$ cat config.mk
export PLATFORM = sky130hd
export DESIGN_NAME = bfly_r2_pipe
export DESIGN_NICKNAME = d
export VERILOG_FILES = /design/src/rtl/bfly_pkg.sv /design/src/rtl/bfly_r2_pipe_cmult.sv /design/src/rtl/bfly_r2_pipe.sv
export SDC_FILE = /design/constraint.sdc
export NUM_CORES = 1
export LEC_CHECK = 0
export BUFFER_PORTS_ARGS = -buffer_cell sky130_fd_sc_hd__clkbuf_2
export CAP_MARGIN = 30
export CORE_MARGIN = 1
export CORE_UTILIZATION = 55
export DETAILED_ROUTE_END_ITERATION = 6
export GPL_TIMING_DRIVEN = 1
export PLACE_DENSITY = 0.68
export SETUP_SLACK_MARGIN = 0.5
export SLEW_MARGIN = 10
export SYNTH_ARGS = -nofsm -noshare
export SYNTH_HDL_FRONTEND = slang
export SYNTH_SLANG_ARGS = --single-unit
$ cat constraint.sdc
create_clock -name clk -period 6.8 [get_ports clk]
set_input_delay 0.34 -clock clk [delete_from_list [all_inputs] [get_ports clk]]
set_output_delay 0.34 -clock clk [all_outputs]
set_load 0.005 [all_outputs]
$ cat src/rtl/bfly_pkg.sv
// Shared widths, rounding constant and saturation helpers for the radix-2 butterfly.
// Widths are functions of the instance parameters so one package serves every instance.
package bfly_pkg;

    localparam int SAT_MAX_W = 64;
    localparam logic signed [SAT_MAX_W-1:0] ONE64 = 64'sd1;

    function automatic int prod_w(input int data_w, input int tw_w);
        return data_w + tw_w;
    endfunction

    function automatic int sum_w(input int data_w, input int tw_w);
        return data_w + tw_w + 1;
    endfunction

    function automatic int out_int_w(input int data_w);
        return data_w + 2;
    endfunction

    // Half an LSB of the Q1.(TW_W-1) product scale: rounds half up before the shift.
    function automatic logic signed [SAT_MAX_W-1:0] rnd_const(input int tw_w);
        return ONE64 <<< (tw_w - 2);
    endfunction

    function automatic logic signed [SAT_MAX_W-1:0] sat_clip(
        input logic signed [SAT_MAX_W-1:0] x,
        input int                          data_w
    );
        logic signed [SAT_MAX_W-1:0] hi;
        logic signed [SAT_MAX_W-1:0] lo;
        hi = (ONE64 <<< (data_w - 1)) - ONE64;
        lo = -(ONE64 <<< (data_w - 1));
        if (x > hi) begin
            return hi;
        end else if (x < lo) begin
            return lo;
        end
        return x;
    endfunction

endpackage

$ cat src/rtl/bfly_r2_pipe_cmult.sv
// Two-stage complex multiply B*W (or B*conj(W)) with round-half-up back to sample scale.
// Stage 1 registers the four partial products, stage 2 the rounded real/imag sums.
module cmult_pipe
    import bfly_pkg::*;
#(
    parameter int DATA_W = 8,
    parameter int TW_W   = 8
) (
    input  logic                     clk,
    input  logic                     rst_,
    input  logic                     i_en,
    input  logic                     i_inverse,
    input  logic signed [DATA_W-1:0] i_b_re,
    input  logic signed [DATA_W-1:0] i_b_im,
    input  logic signed [TW_W-1:0]   i_w_re,
    input  logic signed [TW_W-1:0]   i_w_im,
    output logic signed [DATA_W+1:0] o_t_re,
    output logic signed [DATA_W+1:0] o_t_im
);

    localparam int PROD_W    = prod_w(DATA_W, TW_W);
    localparam int SUM_W     = sum_w(DATA_W, TW_W);
    localparam int OUT_INT_W = out_int_w(DATA_W);
    localparam logic signed [SUM_W-1:0] RND = SUM_W'(rnd_const(TW_W));

    logic signed [PROD_W-1:0] r_p_rr;
    logic signed [PROD_W-1:0] r_p_ii;
    logic signed [PROD_W-1:0] r_p_ri;
    logic signed [PROD_W-1:0] r_p_ir;
    logic                     r_inv;

    logic signed [SUM_W-1:0]  w_sum_re;
    logic signed [SUM_W-1:0]  w_sum_im;
    logic signed [SUM_W-1:0]  w_rnd_re;
    logic signed [SUM_W-1:0]  w_rnd_im;

    logic signed [OUT_INT_W-1:0] r_t_re;
    logic signed [OUT_INT_W-1:0] r_t_im;

    always_ff @(posedge clk or negedge rst_) begin
        if (!rst_) begin
            r_p_rr <= '0;
            r_p_ii <= '0;
            r_p_ri <= '0;
            r_p_ir <= '0;
            r_inv  <= 1'b0;
        end else if (i_en) begin
            r_p_rr <= PROD_W'(i_b_re) * PROD_W'(i_w_re);
            r_p_ii <= PROD_W'(i_b_im) * PROD_W'(i_w_im);
            r_p_ri <= PROD_W'(i_b_re) * PROD_W'(i_w_im);
            r_p_ir <= PROD_W'(i_b_im) * PROD_W'(i_w_re);
            r_inv  <= i_inverse;
        end
    end

    // Conjugating W flips the sign of w_im, which swaps the signs of the cross terms.
    always_comb begin
        w_sum_re = '0;
        w_sum_im = '0;
        if (r_inv) begin
            w_sum_re = SUM_W'(r_p_rr) + SUM_W'(r_p_ii);
            w_sum_im = SUM_W'(r_p_ir) - SUM_W'(r_p_ri);
        end else begin
            w_sum_re = SUM_W'(r_p_rr) - SUM_W'(r_p_ii);
            w_sum_im = SUM_W'(r_p_ri) + SUM_W'(r_p_ir);
        end
        w_rnd_re = w_sum_re + RND;
        w_rnd_im = w_sum_im + RND;
    end

    always_ff @(posedge clk or negedge rst_) begin
        if (!rst_) begin
            r_t_re <= '0;
            r_t_im <= '0;
        end else if (i_en) begin
            r_t_re <= OUT_INT_W'(w_rnd_re >>> (TW_W - 1));
            r_t_im <= OUT_INT_W'(w_rnd_im >>> (TW_W - 1));
        end
    end

    assign o_t_re = r_t_re;
    assign o_t_im = r_t_im;

endmodule

$ cat src/rtl/bfly_r2_pipe.sv
// Pipelined radix-2 butterfly: A' = A + B*W, B' = A - B*W, with optional 1-bit scaling,
// saturation to DATA_W and a sticky overflow flag. Three register stages, one beat per cycle.
module bfly_r2_pipe
    import bfly_pkg::*;
#(
    parameter int DATA_W = 8,
    parameter int TW_W   = 8,
    parameter int SCALE  = 0
) (
    input  logic                     clk,
    input  logic                     rst_,
    input  logic                     in_valid,
    output logic                     in_ready,
    input  logic                     inverse,
    input  logic signed [DATA_W-1:0] a_re,
    input  logic signed [DATA_W-1:0] a_im,
    input  logic signed [DATA_W-1:0] b_re,
    input  logic signed [DATA_W-1:0] b_im,
    input  logic signed [TW_W-1:0]   w_re,
    input  logic signed [TW_W-1:0]   w_im,
    output logic                     out_valid,
    input  logic                     out_ready,
    output logic signed [DATA_W-1:0] ao_re,
    output logic signed [DATA_W-1:0] ao_im,
    output logic signed [DATA_W-1:0] bo_re,
    output logic signed [DATA_W-1:0] bo_im,
    output logic                     ovf,
    input  logic                     ovf_clr
);

    localparam int OUT_INT_W = out_int_w(DATA_W);

    // Handshake: a beat moves in on in_valid && in_ready and out on out_valid && out_ready.
    // The whole pipe advances only when the output slot is empty or being drained, so a
    // stall freezes every stage and in_ready follows the same enable.
    logic w_en;
    assign w_en     = !out_valid || out_ready;
    assign in_ready = w_en;

    logic r_v1;
    logic r_v2;
    logic r_out_valid;

    logic signed [DATA_W-1:0] r_a1_re;
    logic signed [DATA_W-1:0] r_a1_im;
    logic signed [DATA_W-1:0] r_a2_re;
    logic signed [DATA_W-1:0] r_a2_im;

    logic signed [OUT_INT_W-1:0] w_t_re;
    logic signed [OUT_INT_W-1:0] w_t_im;

    logic signed [OUT_INT_W-1:0] w_res  [4];
    logic signed [SAT_MAX_W-1:0] w_wide [4];
    logic signed [DATA_W-1:0]    w_clip [4];
    logic [3:0]                  w_hit;

    logic signed [DATA_W-1:0] r_ao_re;
    logic signed [DATA_W-1:0] r_ao_im;
    logic signed [DATA_W-1:0] r_bo_re;
    logic signed [DATA_W-1:0] r_bo_im;
    logic                     r_ovf;

    cmult_pipe #(
        .DATA_W (DATA_W),
        .TW_W   (TW_W)
    ) u_cmult (
        .clk       (clk),
        .rst_      (rst_),
        .i_en      (w_en),
        .i_inverse (inverse),
        .i_b_re    (b_re),
        .i_b_im    (b_im),
        .i_w_re    (w_re),
        .i_w_im    (w_im),
        .o_t_re    (w_t_re),
        .o_t_im    (w_t_im)
    );

    always_ff @(posedge clk or negedge rst_) begin
        if (!rst_) begin
            r_v1        <= 1'b0;
            r_v2        <= 1'b0;
            r_out_valid <= 1'b0;
            r_a1_re     <= '0;
            r_a1_im     <= '0;
            r_a2_re     <= '0;
            r_a2_im     <= '0;
        end else if (w_en) begin
            r_v1        <= in_valid;
            r_v2        <= r_v1;
            r_out_valid <= r_v2;
            r_a1_re     <= a_re;
            r_a1_im     <= a_im;
            r_a2_re     <= r_a1_re;
            r_a2_im     <= r_a1_im;
        end
    end

    // Sum/difference at DATA_W+2 cannot wrap, so saturation sees the true value.
    always_comb begin
        w_res[0] = OUT_INT_W'(r_a2_re) + w_t_re;
        w_res[1] = OUT_INT_W'(r_a2_im) + w_t_im;
        w_res[2] = OUT_INT_W'(r_a2_re) - w_t_re;
        w_res[3] = OUT_INT_W'(r_a2_im) - w_t_im;
        w_hit    = '0;
        for (int k = 0; k < 4; k++) begin
            if (SCALE != 0) begin
                w_res[k] = w_res[k] >>> 1;
            end
            w_wide[k] = SAT_MAX_W'(w_res[k]);
            w_clip[k] = DATA_W'(sat_clip(w_wide[k], DATA_W));
            w_hit[k]  = (sat_clip(w_wide[k], DATA_W) != w_wide[k]);
        end
    end

    always_ff @(posedge clk or negedge rst_) begin
        if (!rst_) begin
            r_ao_re <= '0;
            r_ao_im <= '0;
            r_bo_re <= '0;
            r_bo_im <= '0;
        end else if (w_en) begin
            r_ao_re <= w_clip[0];
            r_ao_im <= w_clip[1];
            r_bo_re <= w_clip[2];
            r_bo_im <= w_clip[3];
        end
    end

    // A set on the same edge as a clear wins, so no saturation event is ever lost.
    always_ff @(posedge clk or negedge rst_) begin
        if (!rst_) begin
            r_ovf <= 1'b0;
        end else if (w_en && r_v2 && (|w_hit)) begin
            r_ovf <= 1'b1;
        end else if (ovf_clr) begin
            r_ovf <= 1'b0;
        end
    end

    assign out_valid = r_out_valid;
    assign ao_re     = r_ao_re;
    assign ao_im     = r_ao_im;
    assign bo_re     = r_bo_re;
    assign bo_im     = r_bo_im;
    assign ovf       = r_ovf;

endmodule

==> impl_metrics.py, run 1 <==
metrics = {
    "cells_and_area": {
        "finalNetCount": 2732,
        "fillerInstances": 3036,
        "n_antenna_cell": 0,
        "syn2layout_area_growth_pct": 7.118,
        "area.sequential_sq_um": 3829,
        "combined_area_of_the_multi_input_logic_cells_sq_um": 14350,
        "final_layout_size_suffix_gt1_frac": 0.07105,
    },
    "yosys": {
        "netlist_instances": 2236,
        "synth_simple_gate_area_share": 0.1901,
        "post_synth.cell_area_avg_sq_um": 8.781,
        "synthesis.yosys.warnings": 0,
        "ys_types": 89,
        "synthAdderAreaFrac": 0.3469,
        "synth_top_area_share": 0.2284,
        "ys_ff_latch": 153,
        "synth_enable_flop_cells": 0,
        "synth_ff_type": "dfrtp_1",
        "synth_xor_xnor_area_share": 0.06067,
        "largest_family_of_logic_cells_by_synthesized_area": "adder cells",
        "postSynth.asyncResetShare": 1.000,
        "synth.largest_area_cell": "fa_1",
        "muxShareOfSynthArea": 0.004397,
        "yosysSeqAreaShare": 0.1950,
        "synth_compound_area_frac": 0.1285,
        "post_synth_instance_area_sq_um": 19630,
        "postSynthNetCount": 2700,
        "yosys-top-cells-area": "fa_1, dfrtp_1, ha_1",
    },
    "grt": {
        "grt-ovfl-total": 0,
        "grt_pass1_wl_mm": 75.75,
        "grt_start_max_net_pins": 105,
        "grt_util_all_layers": 0.2612,
        "first_global_vias": 15400,
        "initial_antenna_violation_count": 0,
    },
    "timing": {
        "final.period_utilization": 0.7155,
        "final.setup.tns_ns": 0,
        "final_period_minus_worst_setup_slack_ns": 4.865,
        "maximum_clock_frequency_mhz": 205.5,
        "report.final.setup_viol": 0,
        "maxSlewHeadroom": 0.4582,
        "unrepaired_setup_endpoints_after_global_routing": "no",
        "tightestPinTransition_ns": 0.8127,
        "fin_hold_ws_ns": 0.1153,
        "timing_hold_violations_final": 0,
        "setup_ws_ns": 1.935,
        "final-max-slew-violation-count": 0,
        "clock-skew-final_ns": 0.01128,
    },
    "setup_path": {
        "reg2regPathDepth": 18,
        "worst_setup_path_end_kind": "flip-flop",
        "critPathMaxStageDelay_ns": 0.65,
        "cp_data_required_time_ns": 7.12,
        "cp.arrival_ns": 5.19,
        "crit_path_top_delay_cell": "or4b_2",
        "path_buf_inv": 1,
        "r2r-start": "u_cmult.r_p_ri[0]",
        "path_max_fanout": 6,
        "timing.critical_path.from_type": "flip-flop",
        "reg2reg_setup_slack_ns": 1.93,
        "crit_family": "compound AO/OA/AOI/OAI gates",
        "crit_type": "reg -> reg",
        "timing.critical_path.cells": "inv_1 -> ha_1 -> or4b_2 -> nor2_1 -> nor2_1 -> xnor2_1 -> ha_1 -> and3_1 -> a32o_1 -> a21oi_1 -> o31a_1 -> ha_1 -> o21ai_0 -> nor4b_4 -> nand3_1 -> a2111oi_0 -> a311o_1 -> nand3_1",
        "regToRegEndpoint": "u_cmult.o_t_im[9]",
        "critPathMostFrequentCell": "ha_1",
    },
    "power": {
        "power.density_nw_per_um2": 527.1,
        "fin_total_pwr_mw": 11.08,
        "p_leak_nw": 10.30,
        "vdd_drop_max_v": 0.0002853,
    },
    "detailed_routing": {
        "drtIter0Drc": 713,
        "firstDrtPassIters": 5,
        "drt_wl_total_mm": 44.80,
        "drt.antenna.violating_nets": 0,
        "avgViaCountPerCell": 5.534,
        "drc": 0,
        "detail_route.wl_per_cell_um": 16.38,
        "route.vias.total": 15140,
    },
    "placed_design": {
        "place.gp.congestion": 0.9026,
        "buffers_added_on_ports": 88,
        "dp_hpwl_mm": 35.16,
        "pre_cts_slack_ns": 1.873,
    },
    "worst_hold_path": {
        "min_to": "ovf",
        "min-delay-path-class": "in -> reg",
        "hold-path-cell-count": 2,
        "hold_path_startpoint": "ovf_clr",
    },
    "clocking": {
        "cts_buffers": 17,
        "clk-insertion-delay-late_ns": 0.43,
        "clock_sinks": 153,
        "cts_repair_resizes": 0,
        "tritoncts_clock_tree": "built",
        "clk_pin_slew_worst_paths_ns": 0.07,
        "h-tree-depth": 4,
        "cts_root_buffer": "clkbuf_16",
        "clk_path_buf_depth": 2,
    },
    "job": {
        "timing.max_cap.violations": 0,
    },
    "floorplan": {
        "fp.dieH_um": 190.9,
        "ios": 89,
        "floorplan.initialDensity": 0.5642,
        "floorplan.rows": 68,
        "core_ar_sq_um": 34800,
        "die_width_um": 190.9,
        "die_area_sq_um": 36460,
    },
    "status": {
        "outcome": "finished clean",
    },
}
==> power breakdown <==
group	switching, mW	internal [mW]	leakage [nW]
Combinational	4.74	3.58	8.19
Sequential	0.381	1.39	1.82
Clock	0.410	0.591	0.295
Total	5.53	5.55	10.3
==> how the worst max path moves through the flow <==
| stage | start | end | slack, ns | cells past startpoint |
|---|---|---|---|---|
| finish | u_cmult.r_p_ri[0] | u_cmult.o_t_im[9] | 1.93 | 18 |
| detailed placement | w_im[4] | u_cmult.r_p_ri[14] | 1.87 | 18 |
| CTS | u_cmult.r_p_ri[0] | u_cmult.o_t_im[9] | 1.99 | 18 |
| global placement | w_im[7] | u_cmult.r_p_ri[15] | 1.99 | 16 |
| global route | u_cmult.r_p_ri[2] | u_cmult.o_t_im[9] | 1.53 | 16 |
| floorplan | w_im[4] | u_cmult.r_p_ri[14] | 2.39 | 18 |
==> worst reg2reg max path: stages (launching register included) <==
cell	delay, ns
dfrtp_1	0.41
inv_1	0.08
ha_1	0.20
or4b_2	0.65
nor2_1	0.12
nor2_1	0.05
xnor2_1	0.14
ha_1	0.37
and3_1	0.21
a32o_1	0.25
a21oi_1	0.22
o31a_1	0.19
ha_1	0.20
o21ai_0	0.16
nor4b_4	0.32
nand3_1	0.24
a2111oi_0	0.63
a311o_1	0.25
nand3_1	0.07
==> Yosys cell counts, types with 5 or more instances <==
library cell  number
a21o_1            26
o21ai_0           90
dfrtp_1          153
and3_1            17
o211ai_1           5
o2111ai_1          6
and2_1           155
nand2_1          300
fa_1             224
nor3_1            29
nor4_1             8
nor2_1           115
a221oi_1           5
nor2b_1           17
a21boi_0          11
buf_1              6
xor2_1            44
nor3b_1            6
or2_2              8
ha_1             186
nand3_1           23
clkbuf_1          73
inv_1            301
a31oi_1            6
a211oi_1          22
o31ai_1           21
a21oi_1          112
o21bai_1          12
nand4_1            6
nand2b_1          43
xnor2_1           92
o311ai_0           6
or3_1             13
o21a_1            12
==> cells by family (layout without fill, tap and decap cells) <==
kind of cell	Yosys count	in the layout
adder cells (fa/ha/maj)	410	410
multiplexers	7	7
AO/OA/AOI/OAI	384	384
flip-flops	153	153
AND/OR/NAND/NOR	761	761
XOR/XNOR	136	136
buffers and inverters	385	429
==> state kept, by name (all words and copies together) (netlist names), 10 cells and up <==
| register | flops |
|---|---|
| u_cmult.r_p_ii | 16 |
| u_cmult.r_p_ir | 16 |
| u_cmult.o_t_im | 10 |
| u_cmult.o_t_re | 10 |
| u_cmult.r_p_ri | 16 |
| u_cmult.r_p_rr | 16 |
==> cell usage in the layout, fill, tap and decap left out, drive strengths merged, types with 93 or more instances in the layout <==
master	synthesis	layout
nor2	116	116
clkbuf	74	106
a21oi	112	112
o21ai	93	93
ha	186	186
and2	155	155
nand2	300	300
dfrtp	153	153
fa	224	224
inv	302	306
==> cell type report <==
cell class	instances	share of cell area
multi-input cells	1698	0.6824
flip-flops and latches	153	0.1820
inverters	302	0.05402
well taps	455	0.02707
repair buffers	96	0.02564
clock buffers	19	0.02106
clock inverters	12	0.007793
==> per-stage QoR <==
step                cells  area [sq um]  utilization
floorplan            2236         19630            -
global placement     2701         20380       0.5857
detailed placement   2702         20390       0.5859
CTS                  2733         20990       0.6033
global route         2735         21030       0.6044
finish               2735         21030       0.6044
==> metal layers <==
metal	share of wire	wire length, um	track usage
met2	0.47	21260	0.4412
met4	0.021	962	0.07015
met1	0.46	20760	0.3572
met3	0.041	1817	0.02607
met5	0	0	0
==> timing repair <==
| action | CTS | global route |
|---|---|---|
| hold endpoints to repair | 0 | 8 |
| setup endpoints to repair | 0 | 0 |
| hold buffers | 0 | 1 |
| setup buffers | 0 | 0 |
Note: power is estimated with default switching activity, not from simulation.
==> run 2: changes to the inputs <==
==> constraint.sdc (replaced) <==
create_clock -name clk -period 5 [get_ports clk]
set_input_delay 0.25 -clock clk [delete_from_list [all_inputs] [get_ports clk]]
set_output_delay 0.25 -clock clk [all_outputs]
set_load 0.005 [all_outputs]
==> run 2 against run 1 <==
Compared with the run above:
- core utilization increased by 0.55 points
- first-iteration DRC count increased by 14%
- clock-buffer cell count decreased by 2
- register-to-register slack got worse by 1.2 ns
- clock skew decreased by 0.0017 ns
- sequential cell count unchanged
- hold slack got worse by 0.095 ns
- critical endpoint unchanged
- highest routed layer unchanged
==> impl_metrics.py, run 2 (synthesis results as in run 1) <==
metrics = {
    "status": {
        "outcome": "finished clean",
    },
    "detailed_routing": {
        "firstDrtPassIters": 5,
        "drc": 0,
        "drt.antenna.violating_nets": 0,
        "drt_wl_total_mm": 44.31,
        "drtIter0Drc": 813,
        "avgViaCountPerCell": 5.517,
        "detail_route.wl_per_cell_um": 16.09,
        "route.vias.total": 15190,
    },
    "clocking": {
        "clock_sinks": 153,
        "h-tree-depth": 4,
        "tritoncts_clock_tree": "built",
        "clk-insertion-delay-late_ns": 0.44,
        "clk_path_buf_depth": 2,
        "clk_pin_slew_worst_paths_ns": 0.08,
        "cts_root_buffer": "clkbuf_16",
        "cts_buffers": 17,
    },
    "placed_design": {
        "dpl_cell_area_sq_um": 20480,
        "buffers_added_on_ports": 88,
        "place.gp.congestion": 0.8867,
        "dp_hpwl_mm": 35.08,
    },
    "timing": {
        "timing_hold_violations_final": 0,
        "report.final.setup_viol": 0,
        "maximum_clock_frequency_mhz": 232.6,
        "maxSlewHeadroom": 0.4226,
        "final_period_minus_worst_setup_slack_ns": 4.299,
        "tightestPinTransition_ns": 0.8661,
        "final.period_utilization": 0.8598,
        "clock-skew-final_ns": 0.009549,
        "final-max-slew-violation-count": 0,
        "final.setup.tns_ns": 0,
        "unrepaired_setup_endpoints_after_global_routing": "no",
    },
    "floorplan": {
        "floorplan.rows": 68,
        "die_width_um": 190.9,
        "fp.dieH_um": 190.9,
        "die_area_sq_um": 36460,
        "ios": 89,
        "core_ar_sq_um": 34800,
        "floorplan.initialDensity": 0.5642,
    },
    "setup_path": {
        "timing.critical_path.from_type": "flip-flop",
        "path_max_fanout": 4,
        "cp_data_required_time_ns": 5.38,
        "cp.arrival_ns": 4.68,
        "worst_setup_path_end_kind": "flip-flop",
        "crit_type": "reg -> reg",
    },
    "cells_and_area": {
        "combined_area_of_the_multi_input_logic_cells_sq_um": 14420,
        "finalNetCount": 2750,
        "syn2layout_area_growth_pct": 8.094,
        "final_layout_size_suffix_gt1_frac": 0.08351,
        "n_antenna_cell": 0,
        "fillerInstances": 3051,
        "mostFrequentLayoutCell": "inv_1",
        "fin_area_sq_um": 21220,
        "final_cell_mix": "inv_1, nand2_1, fa_1, ha_1, and2_1",
        "area.sequential_sq_um": 3829,
    },
    "power": {
        "pwr-share-comb": 0.752,
        "internal_power_mw": 7.530,
        "fin_total_pwr_mw": 15.16,
        "vdd_drop_max_v": 0.0003643,
        "p_sw_frac": 0.5032,
        "power.density_nw_per_um2": 714.1,
        "switching_power_mw": 7.626,
        "p_seq_frac": 0.160,
        "clock_power_share": 0.088,
        "p_leak_nw": 10.40,
    },
    "grt": {
        "initial_antenna_violation_count": 0,
        "first_global_vias": 15410,
        "grt_start_max_net_pins": 89,
        "grt_pass1_wl_mm": 74.85,
        "grt-ovfl-total": 0,
        "grt_util_all_layers": 0.2569,
    },
    "worst_hold_path": {
        "min-delay-path-class": "in -> reg",
    },
    "job": {
        "timing.max_cap.violations": 0,
    },
}
[run 2: cell types whose count changed in the layout (fill, tap and decap cells not counted), sizes merged]
| cell | change |
|---|---|
| dlygate4sd3 | +2 |
| clkbuf | -6 |
| buf | +20 |
| clkinv | +1 |
| bufinv | -2 |
| inv | +4 |
[run 2: final timing paths]
check | to | slack, ns | depth (start not counted) | startpoint
min | r_a1_im[1] | 0.02 | 3 | a_im[1]
max in group asynchronous | u_cmult.r_p_ii[2] | 3.40 | 4 | rst_
max reg2reg | u_cmult.o_t_im[9] | 0.70 | 18 | u_cmult.r_p_ri[0]
min in group asynchronous | bo_im[6] | 0.32 | 2 | rst_
max | u_cmult.o_t_im[9] | 0.70 | 18 | u_cmult.r_p_ri[0]
min reg2reg | r_a1_re[1] | 0.47 | 2 | r_a1_re[1]
[run 2: power groups by stage]
stage / registers, mW / clock network, mW / logic [mW]
after CTS: 2.42 / 1.36 / 11.4
final: 2.42 / 1.33 / 11.4
after global placement: 2.42 / 0 / 11.0
after floorplan: 2.26 / 0 / 8.80
after global routing: 2.50 / 1.41 / 12.9
after detailed placement: 2.43 / 0 / 11.2
[run 2: layout make-up]
cell class | count | area share
inverter | 302 | 0.05353
tap | 455 | 0.02682
clock inverter | 15 | 0.008372
clock buffer | 17 | 0.02004
multi-input combinational | 1698 | 0.6794
timing repair buffer | 114 | 0.03142
sequential | 153 | 0.1804
[run 2: worst max-delay path, cell delays in order (launching register included)]
cell and delay (ns):
dfrtp_1 0.41, inv_1 0.08, ha_1 0.18, or4b_4 0.50
nor2_1 0.10, nor2_1 0.05, xnor2_1 0.16, ha_1 0.34
and3_1 0.19, a32o_1 0.26, a21oi_2 0.16, o31a_1 0.17
ha_1 0.20, o21ai_1 0.12, nor4b_4 0.28, nand3_2 0.16
or4_4 0.52, a311o_1 0.28, nand3_1 0.08
[run 2: per-layer routing]
layer	routed length [um]	part of all wire	up-vias	global-route usage
met3	1703	0.038	58	0.02956
met5	0	0	-	0
met1	20120	0.45	7439	0.3385
li1	-	-	7369	-
met4	1068	0.024	0	0.07292
met2	21420	0.48	327	0.4441
[run 2: what timing repair did]
item                                    4_1_cts  5_1_grt
setup buffers                                 4        1
hold buffers                                  3        0
endpoints found under the setup margin        1       12
pin swaps                                     2        1
hold endpoints to repair                     53        0
resized for setup                             6       24
[run 2: stage by stage]
step | std cells | hold slack (ns) | util | setup WS, ns
after floorplan | 2236 | -0.04559 | - | 0.6751
after global placement | 2712 | 0.4476 | 0.5877 | 0.2544
after detailed placement | 2713 | 0.2434 | 0.5885 | 0.2041
after CTS | 2752 | 0.005625 | 0.6081 | 0.5307
after global routing | 2754 | 0.007262 | 0.6099 | 0.5170
final | 2754 | 0.02071 | 0.6099 | 0.7010
